$ cat src/rtl/stream_demux_pkg.sv
// Shared types and constants for the 1-to-2 packet stream demultiplexer.
package stream_demux_pkg;
   localparam int DATA_W_DEF = 8;
   localparam int CNT_W      = 8;

   typedef enum logic [1:0] {
      IDLE  = 2'd0,
      LOCK0 = 2'd1,
      LOCK1 = 2'd2
   } state_t;
endpackage

$ cat src/rtl/stream_demux1to2_out_slot.sv
// One-entry output register: load takes priority over drain; latency 1.
// Data/last hold while valid is high and ready is low.
module out_slot
   import stream_demux_pkg::*;
#(
   parameter int DATA_W = DATA_W_DEF
) (
   input  logic              clk,
   input  logic              rst_n,
   input  logic              load,
   input  logic [DATA_W-1:0] in_data,
   input  logic              in_last,
   output logic              out_valid,
   input  logic              out_ready,
   output logic [DATA_W-1:0] out_data,
   output logic              out_last
);
   logic              valid_q, valid_d;
   logic [DATA_W-1:0] data_q, data_d;
   logic              last_q, last_d;

   always_comb begin
      valid_d = valid_q;
      data_d  = data_q;
      last_d  = last_q;
      if (load) begin
         valid_d = 1'b1;
         data_d  = in_data;
         last_d  = in_last;
      end else if (valid_q && out_ready) begin
         valid_d = 1'b0;
      end
   end

   always_ff @(posedge clk or negedge rst_n) begin
      if (!rst_n) begin
         valid_q <= 1'b0;
         data_q  <= '0;
         last_q  <= 1'b0;
      end else begin
         valid_q <= valid_d;
         data_q  <= data_d;
         last_q  <= last_d;
      end
   end

   assign out_valid = valid_q;
   assign out_data  = data_q;
   assign out_last  = last_q;
endmodule

$ cat src/rtl/stream_demux1to2.sv
// Packet-locked 1-to-2 stream demux with per-output completed-packet counters; latency 1.
// in_ready follows only the routed output's slot, so a stalled output never blocks the other.
module stream_demux1to2
   import stream_demux_pkg::*;
#(
   parameter int DATA_W = DATA_W_DEF
) (
   input  logic              clk,
   input  logic              rst_n,
   input  logic              in_valid,
   output logic              in_ready,
   input  logic [DATA_W-1:0] in_data,
   input  logic              in_last,
   input  logic              sel,
   output logic              out0_valid,
   input  logic              out0_ready,
   output logic [DATA_W-1:0] out0_data,
   output logic              out0_last,
   output logic              out1_valid,
   input  logic              out1_ready,
   output logic [DATA_W-1:0] out1_data,
   output logic              out1_last,
   output logic [CNT_W-1:0]  pkt_cnt0,
   output logic [CNT_W-1:0]  pkt_cnt1
);
   state_t           state_q, state_d;
   logic [CNT_W-1:0] cnt0_q, cnt0_d;
   logic [CNT_W-1:0] cnt1_q, cnt1_d;
   logic             route;
   logic             accept;
   logic             load0, load1;

   // sel only matters at a packet boundary; mid-packet the lock decides.
   always_comb begin
      case (state_q)
         LOCK0:   route = 1'b0;
         LOCK1:   route = 1'b1;
         default: route = sel;
      endcase
   end

   assign in_ready = route ? (!out1_valid || out1_ready) : (!out0_valid || out0_ready);
   assign accept   = in_valid && in_ready;
   assign load0    = accept && !route;
   assign load1    = accept && route;

   always_comb begin
      state_d = state_q;
      cnt0_d  = cnt0_q;
      cnt1_d  = cnt1_q;
      if (accept) begin
         if (in_last) begin
            state_d = IDLE;
            if (load0 && cnt0_q != {CNT_W{1'b1}}) cnt0_d = cnt0_q + 1'b1;
            if (load1 && cnt1_q != {CNT_W{1'b1}}) cnt1_d = cnt1_q + 1'b1;
         end else if (state_q == IDLE) begin
            state_d = route ? LOCK1 : LOCK0;
         end
      end
   end

   always_ff @(posedge clk or negedge rst_n) begin
      if (!rst_n) begin
         state_q <= IDLE;
         cnt0_q  <= '0;
         cnt1_q  <= '0;
      end else begin
         state_q <= state_d;
         cnt0_q  <= cnt0_d;
         cnt1_q  <= cnt1_d;
      end
   end

   out_slot #(.DATA_W(DATA_W)) u_slot0 (
      .clk       (clk),
      .rst_n     (rst_n),
      .load      (load0),
      .in_data   (in_data),
      .in_last   (in_last),
      .out_valid (out0_valid),
      .out_ready (out0_ready),
      .out_data  (out0_data),
      .out_last  (out0_last)
   );

   out_slot #(.DATA_W(DATA_W)) u_slot1 (
      .clk       (clk),
      .rst_n     (rst_n),
      .load      (load1),
      .in_data   (in_data),
      .in_last   (in_last),
      .out_valid (out1_valid),
      .out_ready (out1_ready),
      .out_data  (out1_data),
      .out_last  (out1_last)
   );

   assign pkt_cnt0 = cnt0_q;
   assign pkt_cnt1 = cnt1_q;
endmodule

$ cat config.mk
export PLATFORM = sky130hd
export DESIGN_NAME = stream_demux1to2
export DESIGN_NICKNAME = d
export VERILOG_FILES = /design/src/rtl/stream_demux_pkg.sv /design/src/rtl/stream_demux1to2_out_slot.sv /design/src/rtl/stream_demux1to2.sv
export SDC_FILE = /design/constraint.sdc
export NUM_CORES = 1
export LEC_CHECK = 0
export CAP_MARGIN = 20
export CORE_ASPECT_RATIO = 1.25
export CORE_UTILIZATION = 50
export DETAILED_ROUTE_END_ITERATION = 8
export GPL_TIMING_DRIVEN = 0
export PLACE_DENSITY = 0.84
export SYNTH_ARGS = -nofsm -noshare
export SYNTH_HDL_FRONTEND = slang
export SYNTH_HIERARCHICAL = 1
export SYNTH_SLANG_ARGS = --single-unit
$ cat constraint.sdc
create_clock -name clk -period 6.8 [get_ports clk]
set_clock_uncertainty 0.1 [all_clocks]
set_input_delay 1.02 -clock clk [delete_from_list [all_inputs] [get_ports clk]]
set_output_delay 1.02 -clock clk [all_outputs]
set_load 0.005 [all_outputs]
==> qor.txt <==
final setup vio count - 0
number of synthesized register bits - 38
Starting Density - 52.17%
CTS Buffer Depth - 2
final core occ - 70.43%
Post-Syn Area per Cell - 13.97 um2
Num CTS Buffers - 5
Slew Limit Headroom - 45.60%
Final Power - 1.020 mW
Most Frequent Cell on Critical Path - clkdlybuf4s50_1
most common cell after layout, fill and taps aside - clkdlybuf4s50_1
EDFF count, synth - 0
Worst EP required - 5.68 ns
crit end category - output pin
CTS tree - built
distinct cell type count after synthesis - 31
Main synth FF type - dfrtp_1
CTS root buffer - clkbuf_8
achievable frequency - 267.4 MHz
max_cap viols - 0
Post-Syn Area - 0.001802 mm2
worst-skew pair later-pin latency - 0.28 ns
period utilization - 54.99%
yosys warns - 6
Nets - 206
Pre-Repair DR Iteration Count - 4
die height - 69.12 um
initial drt markers - 26
largest net degree at the start of global routing - 39
combinational power share - 46.5%
n_diodes - 0
maximum vdd drop - 0.2780 mV
Area growth syn-to-layout - 35.00%
pre-CTS setup slack - 3.083 ns
WL final - 3.767 mm
# clock sinks - 38
placed wire-length estimate - 2.777 mm
hold crit path type - reg2reg
# Post-CTS Setup Buffers - 0
Critical Path Start Type - input port
Arr. time, crit path - 2.62 ns
layout cells sized above 1 - 20.32%
ys async rst share - 100.0%
synthesized net count - 148
H-tree levels - 2
Slowest-stage cell, CP - clkdlybuf4s50_1
CP Class - in2out
Hold Violations, Final - 0
clk slew on worst S/H paths - 0.06 ns
Hold WS - 0.3876 ns
Power Density - 419.4 mW/mm2
Post-Route Setup TNS - 0 ns
antenna-violating nets left - 0
cts repair resizes - 0
commonest non-fill, non-tap cells in the layout - clkdlybuf4s50_1 (50), dfrtp_1 (38), mux2_4 (18)
clock network power share - 14.0%
first-pass GRT wire length - 6.334 mm
static leakage - 1.111 nW
status - finished clean
Die X - 55.69 um
net switching fraction of the power - 30.27%
number of remaining DRC errors - 0
Die ar. - 0.003849 mm2
gr ovfl total - 0
Final GP Congestion - 0.7699
FP Rows - 24
sequential power share - 39.6%
initial antenna violation count - 0
Vias per Instance - 5.491
Top Ports - 52
detail-routed net length per standard cell - 16.67 um
Setup WS post-layout - 3.061 ns
Net Switching - 308.8 uW
vias in the first global route - 1317
Hold Buf Count CTS - 0
vias - 1241
pins over their slew limit - 0
Post-Synthesis Cells - 129
I/O Buffers - 51
slowest stage delay, CP - 0.55 ns
Internal Pwr Total - 711.2 uW
Tmin final - 3.739 ns
Tot GR Track Use - 21.46%
sequential share of the synthesized area - 52.78%
core footprint - 0.003453 mm2
unrepaired setup endpoints after global routing - no
Worst Path Max Fanout - 7
cells along the critical path - clkdlybuf4s50_1, mux2i_2, mux2i_1, clkdlybuf4s50_1
worst slew pin tran - 0.8160 ns
critical path: cells and delay by family:
kind     cells  cell delay (ns)
buf+inv      2             0.97
mux          2             0.63
metal layers:
metal / GRT usage (%) / part of all wire, % / vias to the layer above
met4: 9.722 / 2.7 / 0
li1: - / - / 565
met2: 37.62 / 54 / 53
met5: 0 / 0 / -
met3: 4.690 / 4.3 / 15
met1: 24.69 / 39 / 608
flip-flops by register name (all words and copies together), names as in the netlist:
register           count
pkt_cnt0               8
u_slot1/out_valid      1
pkt_cnt1               8
state_q                2
u_slot1/out_data       8
u_slot1/out_last       1
u_slot0/out_valid      1
u_slot0/out_last       1
u_slot0/out_data       8
worst paths after layout:
| kind | start | endpoint | slack, ns | depth (start not counted) |
|---|---|---|---|---|
| min | pkt_cnt0[6] | pkt_cnt0[6] | 0.39 | 1 |
| max in group asynchronous | rst_n | u_slot0/out_data[6] | 5.36 | 1 |
| max | sel | in_ready | 3.06 | 4 |
| min in group asynchronous | rst_n | pkt_cnt0[0] | 0.72 | 1 |
| min reg2reg | pkt_cnt0[6] | pkt_cnt0[6] | 0.39 | 1 |
| max reg2reg | state_q[1] | pkt_cnt0[1] | 4.38 | 7 |
cell type report:
class	instances	area (um2)
Fill cell	246	1021
Sequential cell	38	950.9
Multi-Input combinational cell	82	793.3
Timing Repair Buffer	51	505.5
Clock buffer	7	76.32
Tap cell	39	48.80
Buffer	5	42.54
Inverter	4	15.01
power by group through the flow:
stage / Sequential, mW / Combinational (mW) / Clock [mW]
after global routing: 0.417 / 0.503 / 0.155
final: 0.404 / 0.474 / 0.142
after CTS: 0.405 / 0.479 / 0.145
after floorplan: 0.399 / 0.230 / 0
after global placement: 0.396 / 0.457 / 0
after detailed placement: 0.407 / 0.476 / 0
synthesized netlist by cell type (2+ instances only):
| cell | number | share of area, % |
|---|---|---|
| nor3b_1 | 4 | 1.7 |
| nor2_1 | 2 | 0.42 |
| a21o_1 | 2 | 0.83 |
| nor4_1 | 3 | 1.0 |
| ha_1 | 4 | 2.8 |
| buf_6 | 3 | 1.9 |
| a21o_2 | 2 | 0.97 |
| inv_1 | 4 | 0.83 |
| nor3_1 | 4 | 1.1 |
| nand3_1 | 4 | 1.1 |
| nand2_1 | 5 | 1.0 |
| nor4b_2 | 2 | 1.7 |
| nor2b_1 | 2 | 0.69 |
| xor2_1 | 14 | 6.8 |
| dfrtp_1 | 38 | 53 |
| mux2_4 | 18 | 15 |
| mux2_2 | 2 | 1.2 |
| and4_1 | 3 | 1.5 |
per-stage QoR:
step,std cells,area (um2)
3_5_place_dp,219,2356
3_3_place_gp,219,2361
5_1_grt,226,2432
6_report,226,2432
2_1_floorplan,129,1802
4_1_cts,226,2432
cell families (layout without fill, tap and decap cells):
group,count (synthesis),in the layout,synth area share (%)
compound gates,5,5,2.222
xor+xnor,14,14,6.806
fa+ha+maj,4,4,2.778
buf+inv,9,67,3.194
flops,38,38,52.78
mux,22,22,17.57
simple gates,37,37,14.65
(Power assumes the default switching activity.)
